File: src/rtl/eth_tx_pkg.sv
// Shared definitions for the Ethernet transmit path: framer state encoding
// and the default frame-size / inter-frame-gap limits.
package eth_tx_pkg;

  localparam int DEF_MIN_LEN = 60;    // shortest frame on the wire, in beats
  localparam int DEF_MAX_LEN = 1514;  // longest legal payload, in beats
  localparam int DEF_IFG     = 2;     // idle cycles forced after each frame

  typedef enum logic [1:0] {
    ST_IDLE,
    ST_SEND,
    ST_PAD,
    ST_GAP
  } tx_state_t;

endpackage

File: src/rtl/tx_skid_reg.sv
// Two-entry skid register. Holds buffer read data that is already in flight
// when the MAC stalls; entry 0 is the beat currently presented downstream.
module tx_skid_reg #(
  parameter int DATA_W = 8
) (
  input  logic              clk,
  input  logic              rst_n,
  input  logic              push,
  input  logic [DATA_W-1:0] push_data,
  input  logic              pop,
  output logic [DATA_W-1:0] head,
  output logic [1:0]        count
);

  logic [DATA_W-1:0] ent0;
  logic [DATA_W-1:0] ent1;

  // Entry storage: shift on pop, fill the first free slot on push.
  // NOTE: the entries are deliberately not reset; the occupancy count is, and
  // the framer masks the data output whenever the register is empty.
  always_ff @(posedge clk) begin
    if (pop) begin
      if (push && (count == 2'd1)) ent0 <= push_data;
      else                         ent0 <= ent1;
      if (push)                    ent1 <= push_data;
    end else if (push) begin
      if (count == 2'd0) ent0 <= push_data;
      else               ent1 <= push_data;
    end
  end

  // Occupancy: the caller never pops when empty or pushes when full.
  always_ff @(posedge clk or negedge rst_n) begin
    if (!rst_n)            count <= 2'd0;
    else if (push && !pop) count <= count + 2'd1;
    else if (pop && !push) count <= count - 2'd1;
  end

  assign head = ent0;

endmodule

File: src/rtl/tx_framer.sv
// Transmit framer: pulls payload beats from a buffer, streams them to the MAC
// with ready/valid flow control, optionally zero-pads short frames up to
// MIN_LEN, then enforces an inter-frame gap.
module tx_framer
  import eth_tx_pkg::*;
#(
  parameter int DATA_W  = 8,
  parameter int LEN_W   = 16,
  parameter int MIN_LEN = DEF_MIN_LEN,
  parameter int MAX_LEN = DEF_MAX_LEN,
  parameter int IFG     = DEF_IFG
) (
  input  logic              clk,
  input  logic              rst,
  input  logic              frm_start,
  input  logic [LEN_W-1:0]  frm_len,
  input  logic              pad_en,
  input  logic [DATA_W-1:0] buf_data,
  input  logic              buf_empty,
  output logic              buf_rd,
  input  logic              tx_mac_ready,
  output logic [DATA_W-1:0] tx_data_o,
  output logic              valid_flag,
  output logic              last_byte,
  output logic              busy,
  output logic              frm_done,
  output logic              frm_err
);

  tx_state_t         state, state_nx;
  logic [LEN_W-1:0]  len_q, rd_cnt, sent_cnt;
  logic              pad_q, rd_q, err_q;
  logic [7:0]        gap_cnt;
  logic [1:0]        occ;
  logic [DATA_W-1:0] head;
  logic [2:0]        fill;
  logic              legal, xfer, skid_pop, do_pad, pay_last, pad_last;

  // Data returned by the buffer one cycle after each pop lands in the skid.
  tx_skid_reg #(.DATA_W(DATA_W)) u_skid (
    .clk       (clk),
    .rst_n     (rst),
    .push      (rd_q),
    .push_data (buf_data),
    .pop       (skid_pop),
    .head      (head),
    .count     (occ)
  );

  // Output beat, transfer handshake and buffer read credit.
  always_comb begin
    legal      = (frm_len != '0) && (frm_len <= LEN_W'(MAX_LEN));
    do_pad     = pad_q && (len_q < LEN_W'(MIN_LEN));
    pay_last   = (sent_cnt == len_q - LEN_W'(1));
    pad_last   = (sent_cnt == LEN_W'(MIN_LEN - 1));
    valid_flag = ((state == ST_SEND) && (occ != 2'd0)) || (state == ST_PAD);
    last_byte  = ((state == ST_SEND) && (occ != 2'd0) && pay_last && !do_pad) ||
                 ((state == ST_PAD) && pad_last);
    tx_data_o  = ((state == ST_SEND) && (occ != 2'd0)) ? head : '0;
    xfer       = valid_flag && tx_mac_ready;
    skid_pop   = xfer && (state == ST_SEND);
    // Entries held after this edge including the read in flight; a new read
    // is safe only if its data will still find a free slot.
    fill       = 3'(occ) + 3'(rd_q) - 3'(skid_pop);
    buf_rd     = (state == ST_SEND) && !buf_empty && (rd_cnt < len_q) && (fill <= 3'd1);
    frm_done   = xfer && last_byte;
    busy       = (state != ST_IDLE);
    frm_err    = err_q;
  end

  // Next-state selection.
  // NOTE: state_nx gets a default first so no branch leaves it unassigned,
  // which would otherwise infer a latch.
  always_comb begin
    state_nx = state;
    case (state)
      ST_IDLE: if (frm_start && legal)   state_nx = ST_SEND;
      ST_SEND: if (skid_pop && pay_last) state_nx = do_pad ? ST_PAD : ST_GAP;
      ST_PAD:  if (xfer && pad_last)     state_nx = ST_GAP;
      ST_GAP:  if (gap_cnt == 8'(IFG - 1)) state_nx = ST_IDLE;
      default: state_nx = ST_IDLE;
    endcase
  end

  // State register.
  // NOTE: sequential state uses non-blocking assignments so every flop
  // samples pre-edge values regardless of block ordering.
  always_ff @(posedge clk or negedge rst) begin
    if (!rst) state <= ST_IDLE;
    else      state <= state_nx;
  end

  // Request latch, beat counters, gap timer and error pulse.
  always_ff @(posedge clk or negedge rst) begin
    if (!rst) begin
      len_q    <= '0;
      pad_q    <= 1'b0;
      rd_cnt   <= '0;
      sent_cnt <= '0;
      rd_q     <= 1'b0;
      err_q    <= 1'b0;
      gap_cnt  <= 8'd0;
    end else begin
      rd_q  <= buf_rd;
      err_q <= (state == ST_IDLE) && frm_start && !legal;
      if ((state == ST_IDLE) && frm_start && legal) begin
        len_q    <= frm_len;
        pad_q    <= pad_en;
        rd_cnt   <= '0;
        sent_cnt <= '0;
      end else begin
        if (buf_rd) rd_cnt   <= rd_cnt + LEN_W'(1);
        if (xfer)   sent_cnt <= sent_cnt + LEN_W'(1);
      end
      gap_cnt <= (state == ST_GAP) ? gap_cnt + 8'd1 : 8'd0;
    end
  end

endmodule

File: config.mk
export PLATFORM = sky130hd
export DESIGN_NAME = tx_framer
export DESIGN_NICKNAME = d
export VERILOG_FILES = /design/src/rtl/eth_tx_pkg.sv /design/src/rtl/tx_skid_reg.sv /design/src/rtl/tx_framer.sv
export SDC_FILE = /design/constraint.sdc
export NUM_CORES = 1
export LEC_CHECK = 0
export ABC_AREA = 1
export CORE_ASPECT_RATIO = 1.5
export CORE_MARGIN = 4
export CORE_UTILIZATION = 50
export CTS_CLUSTER_DIAMETER = 50
export CTS_CLUSTER_SIZE = 12
export DETAILED_ROUTE_END_ITERATION = 10
export GPL_ROUTABILITY_DRIVEN = 0
export GPL_TIMING_DRIVEN = 0
export HOLD_SLACK_MARGIN = 0.1
export PLACE_DENSITY = 0.76
export SLEW_MARGIN = 15
export SYNTH_ARGS = -nofsm -noshare
export SYNTH_HDL_FRONTEND = slang
export SYNTH_SLANG_ARGS = --single-unit
File: constraint.sdc
create_clock -name clk -period 4 [get_ports clk]
set_input_delay 0.8 -clock clk [delete_from_list [all_inputs] [get_ports clk]]
set_output_delay 0.8 -clock clk [all_outputs]
set_load 0.02 [all_outputs]
==> reports/qor.csv, run 1 <==
stage,metric,value,unit
run_status,status,"finished, final reports clean",
die,Core Region,10100,sq um
cells_and_area,Nets,791,
die,Starting Density,0.511,
synthesis,Cells after Synth,669,
critical_path,worst reg-to-reg path cell count,18,
timing,final hold vios,0,
pwr,Leak,2.99,nW
critical_path,worst-path cell chain,"inv_1, ha_1, inv_1, nand2_4, nand2_4, nor2_4, inv_2, nand2_1, nand2_1, ha_1, fa_1, xnor2_1, nor2_2, nand4_4, inv_8, clkbuf_4",
pwr,Tot Pwr,3.16,mW
placed_design,placed insts,830,
grt,grt total ovfl,0,
cells_and_area,Final Cell Area,6150,sq um
detailed_routing,1st-iter DRT viols,262,
synthesis,yosys warns,0,
cells_and_area,share of layout cells above drive strength 1,0.0952,
synthesis,Synth top cells by count,"149 x nand2_1, 100 x inv_1, 68 x nor2_1",
synthesis,mapped cell area,5180,sq um
timing,post-layout min period,3.86,ns
synthesis,Yosys top cell area share,0.304,
grt,first-pass GRT wire length,21.0,mm
critical_path,Critical Path AT,3.06,ns
detailed_routing,Detail Route Antenna Nets,0,
cells_and_area,"non-filler cells, final",852,
clock_tree,CTS max path bufs,2,
die,Die W,91.1,microns
die,die area,12100,sq um
detailed_routing,via count,4616,
synthesis,largest area contributor in the synthesized netlist,dfrtp_1,
detailed_routing,met2 routed WL,6.64,mm
cells_and_area,Fillers,884,
clock_tree,cts hold-fix bufs,0,
run,max cap viols,0,
detailed_routing,DRC Markers,0,
pwr,pwr dens,513,nW/um^2
synthesis,Yosys cell types,38,
synthesis,Post-synth ARST share,0.797,
die,height of the die,133,microns
placed_design,post-placement cell area,5770,sq um
clock_tree,CTS sink count,79,
critical_path,Startpoint Class,flip-flop,
critical_path,"slowest stage delay, CP",0.45,ns
die,num rows,45,
cells_and_area,area growth from synthesis to layout,18.7,%
critical_path,Crit Path Category,flip-flop to output port,
timing,RSZ-0062 raised after global routing,false,
timing,clk_skew,0.00746,ns
synthesis,Mapped Nets,730,
critical_path,CP bufs+invs,5,
critical_path,Crit. path cell count,16,
synthesis,register area share after synthesis,0.397,
clock_tree,CTS tree,done,
clock_tree,Skew-Pair Late Insertion Delay,0.34,ns
critical_path,"Max FO, Critical Path",5,
timing,FMAX,0.259,GHz
timing,period utilization,0.964,
clock_tree,CTS Buf Count,9,
clock_tree,H-tree levels,3,
detailed_routing,Total Wirelength,12.5,mm
synthesis,Post-synth EDFFs,16,
detailed_routing,met3 wire length,461,microns
critical_path,Worst setup EP type,output port,
synthesis,Most used DFF post-synth,dfrtp_1,
synthesis,synthesized area per cell,7.74,sq um
grt,GRT Resource Usage Total,0.216,
die,Top-Level Pins,44,
detailed_routing,met1 wire length,4.98,mm
critical_path,reg2reg setup slack,0.73,ns
critical_path,worst path required time,3.20,ns
critical_path,slowest stage cell on the critical path,dfrtp_2,
detailed_routing,vias per cell,5.42,
clock_tree,"Clk pin slew, worst setup/hold paths",0.06,ns
synthesis,most common cell in the netlist,nand2_1,
synthesis,ranking of synthesized cells by area,"dfrtp_1 30%, nand2_1 11%, edfxtp_1 9.3%",
placed_design,hpwl dp,9.85,mm
cells_and_area,antenna cell count,0,
critical_path,Top Family by Delay on Critical Path,adder cells,
grt,initial antenna violation count,0,
timing,final setup fails,0,
timing,max-slew violation count,0,
timing,Slew @ Worst Pin,0.779,ns
hold_path,Min-Delay Path Class,primary input to asynchronous set/reset pin,
grt,largest net degree at the start of global routing,45,
detailed_routing,max layer used,met4,
placed_design,Port Buf Inserts,43,
grt,vias in the first global route,4593,
clock_tree,Root Driver,clkbuf_16,
timing,WHS,0.337,ns
detailed_routing,DR WL/cell,14.7,microns
detailed_routing,first-pass detailed-route iteration total,5,
pwr,Peak VDD IR,0.000353,V
synthesis,synthesis-stage register bit count,79,
timing,Worst slew margin,0.481,
==> worst paths after layout <==
check | startpoint | to
worst max-delay path | state[0] | buf_rd
worst min-delay path | rst | sent_cnt[2]
worst max register to register | state[0] | rd_cnt[9]
worst min register to register | pad_q | pad_q
max in group asynchronous | rst | gap_cnt[4]
min in group clk | pad_q | pad_q
==> per-layer routing <==
layer	up-vias	GRT usage
met1	2170	0.241
met2	125	0.391
met3	33	0.0324
met5	-	0
li1	2288	-
met4	0	0.118
==> metrics by stage <==
stage	TNS, ns	util	worst slack (ns)
after floorplan	0	-	0.479
after global placement	-1.01	0.568	-1.01
after detailed placement	-1.04	0.570	-1.04
after CTS	0	0.602	0.0799
after global routing	0	0.607	0.00616
final	0	0.607	0.142
==> area by class of cell <==
class / count / area, sq um / share of cell area
multi-input combinational: 474 / 2680 / 0.435
sequential: 79 / 2060 / 0.335
timing repair buffer: 51 / 500 / 0.0814
inverter: 104 / 399 / 0.0649
clock buffer: 11 / 233 / 0.0378
tap: 117 / 146 / 0.0238
buffer: 11 / 78.8 / 0.0128
clock inverter: 5 / 58.8 / 0.00956
==> power by group <==
| part | total [mW] | switching (mW) | internal [mW] |
|---|---|---|---|
| combinational | 1.21 | 0.722 | 0.489 |
| clock | 0.810 | 0.326 | 0.483 |
| sequential | 1.13 | 0.162 | 0.973 |
==> worst register-to-register path: cells and delay by family, from the launching register on <==
family                     cells  cell delay (ns)
adders and majority gates      3             0.78
and+or+nand+nor                9             0.88
buffers and inverters          5             0.84
xor gates and xnor gates       1             0.24
DFF                            1             0.45
==> flip-flops by register name, indices dropped and copies added, names as in the netlist <==
register      cells
sent_cnt         16
rd_cnt           16
len_q            16
u_skid.ent1       8
gap_cnt           8
u_skid.count      2
state             2
rd_q              1
pad_q             1
u_skid.head       8
frm_err           1
==> cells in the final DEF, fill, tap and decap left out, types with 20 or more instances in the layout <==
cell type        Yosys  layout
a21oi_1             24      24
clkdlybuf4s50_1      0      40
dfrtp_1             63      62
ha_1                30      29
inv_1              100      96
nand2_1            149     149
nand3_1             67      67
nor2_1              68      66
nor3_1              20      20
o21ai_0             27      27
==> what timing repair did <==
action / CTS / global route
endpoints found under the setup margin: 1 / 1
cloned: 0 / 0
resized for setup: 14 / 6
pin swaps: 1 / 3
setup buffers: 3 / 4
==> cells by family (layout without fill, tap and decap cells) <==
group,count (synthesis),count (layout),synth area share
simple gates,344,344,0.302
compound gates,58,58,0.0594
xor+xnor,33,33,0.0558
buf+inv,116,182,0.0923
mux,8,8,0.0174
fa+ha+maj,31,31,0.0763
flops,79,79,0.397
Power figures use the tool's default switching activity.
==> run 2: changes to the inputs <==
--- a/config.mk
+++ b/config.mk
@@ -19,4 +19,5 @@
 export SLEW_MARGIN = 15
 export SYNTH_ARGS = -nofsm -noshare
 export SYNTH_HDL_FRONTEND = slang
+export SYNTH_HIERARCHICAL = 1
 export SYNTH_SLANG_ARGS = --single-unit
==> run 2 against run 1 <==
Core utilization is 0.90 points higher. Maximum frequency is 0.47% higher. Worst hold slack better by 0.056 ns. Via count is 8.5% higher. Clock power is 3.0% higher. Total power is 8.7% higher. Register-to-register slack better by 0.07 ns. Area after synthesis is 2.6% higher. First-iteration DRC count is 5.0% lower.
==> reports/qor.csv, run 2 <==
stage,metric,value,unit,change
run_status,status,"finished, final reports clean",,unchanged
timing,period utilization,0.960,,was 0.964
cells_and_area,antenna cell count,0,,unchanged
pwr,Gate power share,0.411,,was 0.384
timing,clk_skew,0.00845,ns,was 0.00746 ns
synthesis,largest area contributor in the synthesized netlist,dfrtp_1,,unchanged
synthesis,Most used DFF post-synth,dfrtp_1,,unchanged
cells_and_area,share of layout cells above drive strength 1,0.0876,,was 0.0952
grt,vias in the first global route,5151,,"was 4,593"
critical_path,Reg-to-Reg End,rd_cnt[15],,was rd_cnt[9]
cells_and_area,"non-filler cells, final",917,,was 852
clock_tree,CTS Buf Count,9,,unchanged
clock_tree,cts hold-fix bufs,0,,unchanged
pwr,Int Pwr,2.03,mW,was 1.95 mW
synthesis,Yosys cell types,36,,was 38
timing,final setup fails,0,,unchanged
pwr,Peak VDD IR,0.000338,V,was 0.000353 V
placed_design,placed insts,894,,was 830
clock_tree,CTS max path bufs,2,,unchanged
placed_design,post-placement cell area,5940,sq um,was 5770 sq um
detailed_routing,via count,5008,,"was 4,616"
timing,Slew @ Worst Pin,0.777,ns,was 0.779 ns
synthesis,synthesis-stage register bit count,79,,unchanged
cells_and_area,"commonest non-fill, non-tap cells in the layout","165 x nand2_1, 98 x inv_1, 92 x nand3_1",,"was 149 x nand2_1, 96 x inv_1, 67 x nand3_1"
cells_and_area,area growth from synthesis to layout,18.8,%,was 18.7%
synthesis,Synth top cells by count,"165 x nand2_1, 100 x inv_1, 92 x nand3_1",,"was 149 x nand2_1, 100 x inv_1, 68 x nor2_1"
synthesis,most common cell in the netlist,nand2_1,,unchanged
synthesis,Post-synth EDFFs,16,,unchanged
die,Top-Level Pins,44,,unchanged
clock_tree,H-tree levels,3,,unchanged
critical_path,Crit Path Category,flip-flop to output port,,unchanged
die,die area,12400,sq um,"was 12,100 sq um"
pwr,Clock power frac,0.243,,was 0.257
cells_and_area,"commonest non-fill, non-tap cell in the layout",nand2_1,,unchanged
detailed_routing,vias per cell,5.46,,was 5.42
synthesis,mapped cell area,5310,sq um,was 5180 sq um
cells_and_area,Regs by FF count,"len_q (16), rd_cnt (16), sent_cnt (16)",,unchanged
clock_tree,CTS sink count,79,,unchanged
critical_path,worst path required time,3.20,ns,about the same
critical_path,reg2reg setup slack,0.80,ns,was 0.73 ns
detailed_routing,1st-iter DRT viols,249,,was 262
critical_path,Worst setup EP type,output port,,unchanged
grt,GRT Resource Usage Total,0.239,,was 0.216
clock_tree,Skew-Pair Late Insertion Delay,0.34,ns,about the same
placed_design,hpwl dp,11.0,mm,was 9.85 mm
cells_and_area,Final Cell Area,6310,sq um,was 6150 sq um
die,num rows,45,,unchanged
synthesis,Yosys top cell area share,0.297,,was 0.304
critical_path,"Max FO, Critical Path",7,,was 5
synthesis,Mapped Nets,771,,was 730
timing,max-slew violation count,0,,unchanged
pwr,Seq pwr share,0.346,,was 0.360
synthesis,Post-synth ARST share,0.797,,unchanged
pwr,switch share,0.407,,was 0.384
synthesis,register area share after synthesis,0.387,,was 0.397
hold_path,Min-Delay Path Class,primary input to asynchronous set/reset pin,,unchanged
grt,largest net degree at the start of global routing,35,,was 45
synthesis,synthesized area per cell,7.49,sq um,was 7.74 sq um
pwr,pwr dens,544,nW/um^2,was 513 nW/um^2
cells_and_area,Nets,833,,was 791
synthesis,ranking of synthesized cells by area,"dfrtp_1 30%, nand2_1 12%, edfxtp_1 9.0%",,"was dfrtp_1 30%, nand2_1 11%, edfxtp_1 9.3%"
clock_tree,"Clk pin slew, worst setup/hold paths",0.06,ns,about the same
detailed_routing,DR WL/cell,15.4,microns,was 14.7 microns
placed_design,Port Buf Inserts,43,,unchanged
critical_path,Startpoint Class,flip-flop,,unchanged
grt,initial antenna violation count,0,,unchanged
synthesis,yosys warns,6,,was 0
timing,post-layout min period,3.84,ns,was 3.86 ns
timing,Worst slew margin,0.480,,was 0.481
critical_path,RR Startpoint,state[1],,was state[0]
detailed_routing,first-pass detailed-route iteration total,5,,unchanged
clock_tree,CTS tree,done,,unchanged
pwr,Leak,3.11,nW,was 2.99 nW
die,Starting Density,0.518,,was 0.511
critical_path,worst reg-to-reg path cell count,17,,was 18
grt,grt total ovfl,0,,unchanged
timing,FMAX,0.260,GHz,was 0.259 GHz
die,Die W,92.2,microns,was 91.1 microns
run,max cap viols,0,,unchanged
cells_and_area,Final Util,0.616,,was 0.607
synthesis,Cells after Synth,709,,was 669
die,height of the die,134,microns,was 133 microns
grt,first-pass GRT wire length,23.6,mm,was 21.0 mm
critical_path,Critical Path AT,3.04,ns,was 3.06 ns
detailed_routing,Detail Route Antenna Nets,0,,unchanged
clock_tree,Root Driver,clkbuf_16,,unchanged
timing,final hold vios,0,,unchanged
detailed_routing,Total Wirelength,14.1,mm,was 12.5 mm
pwr,Switching Power,1.40,mW,was 1.21 mW
detailed_routing,DRC Markers,0,,unchanged
pwr,Tot Pwr,3.43,mW,was 3.16 mW
die,Core Region,10200,sq um,"was 10,100 sq um"
[run 2: cells by family (layout without fill, tap and decap cells)]
logic type / Yosys count / after routing / synth area share
AND/OR/NAND/NOR: 383 / 383 / 0.325
buffers and inverters: 118 / 185 / 0.0886
flip-flops: 79 / 79 / 0.387
AO/OA/AOI/OAI: 61 / 61 / 0.0631
XOR/XNOR: 36 / 36 / 0.0594
adder cells (fa/ha/maj): 32 / 32 / 0.0768
[run 2: final cells by class]
type / instances / area [sq um]
buffer: 14 / 83.8
clock buffer: 13 / 260
clock inverter: 3 / 42.5
fill: 916 / 3940
inverter: 104 / 393
multi-input combinational: 512 / 2800
sequential: 79 / 2060
tap: 141 / 176
timing repair buffer: 51 / 500
[run 2: worst max-delay path by stage]
stage	startpoint	end	slack (ns)	cells past startpoint
4_1_cts	tx_mac_ready	buf_rd	0.0004	14
2_1_floorplan	tx_mac_ready	buf_rd	0.15	11
3_5_place_dp	tx_mac_ready	buf_rd	-1.49	13
6_report	state[1]	buf_rd	0.16	16
3_3_place_gp	tx_mac_ready	buf_rd	-1.47	13
5_1_grt	state[1]	buf_rd	-0.02	16
[run 2: power groups by stage]
stage	Sequential [mW]	Clock, mW	Combinational, mW
finish	1.19	0.834	1.41
global route	1.20	0.879	1.57
CTS	1.18	0.850	1.39
detailed placement	1.19	0	1.34
global placement	1.19	0	1.29
floorplan	1.13	0	0.971
[run 2: metrics by stage]
step	worst slack (ns)	TNS (ns)	hold slack, ns
6_report	0.161	0	0.393
5_1_grt	-0.0242	-0.0242	0.419
4_1_cts	0.000400	0	0.401
3_5_place_dp	-1.49	-5.01	0.459
3_3_place_gp	-1.47	-4.38	0.450
2_1_floorplan	0.146	0	0.435
[run 2: what timing repair did]
action / in CTS / in global routing
setup endpoints to repair: 1 / 1
pin swaps: 3 / 0
gates resized for setup: 11 / 3
setup buffers: 5 / 2
[run 2: worst max-delay path: stages (launching register included)]
cell      delay, ns
dfrtp_1        0.42
inv_1          0.13
ha_2           0.23
o21ai_2        0.09
a21boi_4       0.17
inv_4          0.08
nor2_4         0.13
ha_1           0.13
inv_1          0.04
ha_1           0.18
fa_1           0.37
xnor2_1        0.14
nor2_2         0.12
nand4_2        0.14
inv_2          0.10
buf_6          0.10
buf_4          0.13
[run 2: layer usage]
layer,up-vias,global-route usage,part of all wire
met5,-,0,0
met4,0,0.143,0.057
met3,60,0.0483,0.049
met2,176,0.435,0.52
met1,2358,0.252,0.38
li1,2414,-,-
==> run 3: changes to the inputs <==
--- a/config.mk
+++ b/config.mk
@@ -7,7 +7,6 @@
 export LEC_CHECK = 0
 export ABC_AREA = 1
 export CORE_ASPECT_RATIO = 1.5
-export CORE_MARGIN = 4
 export CORE_UTILIZATION = 50
 export CTS_CLUSTER_DIAMETER = 50
 export CTS_CLUSTER_SIZE = 12
==> run 3 against run 2 <==
Sequential cell count did not move. Largest power group unchanged. Maximum frequency fell by 0.63%. Clock-buffer cell count rose by 1. Core utilization fell by 0.43 points. Sequential power barely moved. Critical path type unchanged. Highest routed layer unchanged.
==> reports/qor.csv, run 3 (synthesis gave the netlist of run 2 again) <==
stage,metric,value,unit,change
cells_and_area,Regs by FF count,"len_q (16), rd_cnt (16), sent_cnt (16)",,unchanged
grt,largest net degree at the start of global routing,44,,was 35
detailed_routing,Total Wirelength,14.0,mm,was 14.1 mm
pwr,Leak,3.07,nW,was 3.11 nW
critical_path,"Max FO, Critical Path",7,,unchanged
critical_path,"slowest stage delay, CP",0.42,ns,about the same
clock_tree,H-tree levels,3,,unchanged
detailed_routing,DRC Markers,0,,unchanged
hold_path,Min-Delay Path Class,primary input to asynchronous set/reset pin,,unchanged
detailed_routing,first-pass detailed-route iteration total,6,,was 5
grt,grt total ovfl,0,,unchanged
clock_tree,"Clk pin slew, worst setup/hold paths",0.06,ns,about the same
cells_and_area,Nets,831,,was 833
clock_tree,CTS sink count,79,,unchanged
cells_and_area,"non-filler cells, final",915,,was 917
die,Core Region,10200,sq um,unchanged
timing,period utilization,0.966,,was 0.960
timing,Slew @ Worst Pin,0.741,ns,was 0.777 ns
critical_path,Top Family by Delay on Critical Path,adder cells,,unchanged
cells_and_area,area growth from synthesis to layout,18.0,%,was 18.8%
grt,vias in the first global route,4841,,"was 5,151"
timing,max-slew violation count,0,,unchanged
placed_design,hpwl dp,10.8,mm,was 11.0 mm
clock_tree,Skew-Pair Late Insertion Delay,0.34,ns,about the same
timing,final hold vios,0,,unchanged
die,die area,11000,sq um,"was 12,400 sq um"
grt,initial antenna violation count,0,,unchanged
detailed_routing,Detail Route Antenna Nets,0,,unchanged
critical_path,slowest stage cell on the critical path,dfrtp_1,,unchanged
critical_path,worst-path cell chain,"inv_2, ha_2, inv_1, a21boi_4, inv_4, nor2_4, ha_1, inv_1, ha_1, fa_1, xnor2_1, nor2_2, nand4_2, inv_2, buf_6, buf_4",,"was inv_1, ha_2, o21ai_2, a21boi_4, inv_4, nor2_4, ha_1, inv_1, ha_1, fa_1, xnor2_1, nor2_2, nand4_2, inv_2, buf_6, buf_4"
timing,final setup fails,0,,unchanged
cells_and_area,share of layout cells above drive strength 1,0.0879,,was 0.0876
cells_and_area,antenna cell count,0,,unchanged
timing,RSZ-0062 raised after global routing,true,,
pwr,pwr dens,531,nW/um^2,was 544 nW/um^2
clock_tree,cts hold-fix bufs,0,,unchanged
critical_path,CP bufs+invs,7,,was 6
die,Starting Density,0.518,,unchanged
detailed_routing,1st-iter DRT viols,307,,was 249
timing,post-layout min period,3.86,ns,was 3.84 ns
die,height of the die,128,microns,was 134 microns
detailed_routing,vias per cell,5.39,,was 5.46
clock_tree,Root Driver,clkbuf_16,,unchanged
cells_and_area,"commonest non-fill, non-tap cell in the layout",nand2_1,,unchanged
cells_and_area,"commonest non-fill, non-tap cells in the layout","165 x nand2_1, 97 x inv_1, 92 x nand3_1",,"was 165 x nand2_1, 98 x inv_1, 92 x nand3_1"
critical_path,Crit Path Category,flip-flop to output port,,unchanged
run_status,status,"finished, final reports clean",,unchanged
grt,first-pass GRT wire length,22.5,mm,was 23.6 mm
critical_path,worst path required time,3.20,ns,about the same
timing,FMAX,0.259,GHz,was 0.260 GHz
critical_path,Critical Path AT,3.06,ns,was 3.04 ns
clock_tree,CTS tree,done,,unchanged
grt,GRT Resource Usage Total,0.267,,was 0.239
die,Top-Level Pins,44,,unchanged
timing,Fin Setup TNS,0,ns,unchanged
timing,Worst slew margin,0.504,,was 0.480
detailed_routing,DR WL/cell,15.3,microns,was 15.4 microns
placed_design,placed insts,894,,unchanged
clock_tree,CTS max path bufs,2,,unchanged
die,Die W,86.2,microns,was 92.2 microns
timing,clk_skew,0.00659,ns,was 0.00845 ns
detailed_routing,via count,4932,,"was 5,008"
placed_design,Port Buf Inserts,43,,unchanged
pwr,Peak VDD IR,0.000326,V,was 0.000338 V
critical_path,Crit. path cell count,16,,unchanged
die,num rows,45,,unchanged
clock_tree,CTS Buf Count,9,,unchanged
critical_path,Worst setup EP type,output port,,unchanged
run,max cap viols,0,,unchanged
critical_path,worst reg-to-reg path cell count,17,,unchanged
critical_path,Startpoint Class,flip-flop,,unchanged
pwr,Tot Pwr,3.33,mW,was 3.43 mW
## run 3: cell count changes in the layout (fill, tap and decap cells not counted), sizes merged
| cell | before | now |
|---|---|---|
| clkinv | 1 | 2 |
| buf | 19 | 17 |
| clkinvlp | 1 | 0 |
| bufinv | 1 | 0 |
| clkbuf | 18 | 19 |
| dlygate4sd2 | 0 | 1 |
| dlymetal6s2s | 1 | 0 |
## run 3: metal layers
layer	vias up	GRT usage	wire, microns
met5	-	0	0
met4	0	0.131	548
met3	40	0.0431	623
met2	159	0.500	7450
met1	2312	0.285	5400
li1	2421	-	-
## run 3: layout make-up
| class | count | area, sq um |
|---|---|---|
| tap | 141 | 176 |
| multi-input combinational | 512 | 2800 |
| fill | 955 | 3980 |
| clock inverter | 2 | 10.0 |
| clock buffer | 14 | 254 |
| buffer | 14 | 83.8 |
| inverter | 104 | 393 |
| timing repair buffer | 49 | 489 |
| sequential | 79 | 2060 |
## run 3: timing repair
item / 4_1_cts / 5_1_grt
pin swaps: 3 / 0
gates resized for setup: 12 / 6
buffers inserted: 5 / 0
endpoints found under the setup margin: 2 / 2
## run 3: power by group
group | internal [mW] | total [mW] | switching [mW]
Clock | 0.436 | 0.746 | 0.310
Sequential | 0.981 | 1.18 | 0.198
Combinational | 0.534 | 1.40 | 0.870
## run 3: through the flow
stage               setup slack [ns]  hold slack, ns  cell area, sq um  utilization
floorplan                      0.146           0.435              5310            -
global placement               -1.42           0.451              5920        0.578
detailed placement             -1.51           0.468              5940        0.580
CTS                           0.0840           0.349              6260        0.611
global route                 -0.0377           0.368              6270        0.611
finish                         0.136           0.347              6270        0.611
## run 3: worst paths after layout
| path | startpoint | to | slack (ns) |
|---|---|---|---|
| max in group asynchronous | rst | len_q[10] | 3.13 |
| worst min-delay path | rst | sent_cnt[1] | 0.35 |
| worst max register to register | state[0] | rd_cnt[7] | 0.78 |
| worst min register to register | gap_cnt[7] | gap_cnt[7] | 0.48 |
| min in group clk | gap_cnt[7] | gap_cnt[7] | 0.48 |
| worst max-delay path | state[0] | buf_rd | 0.14 |
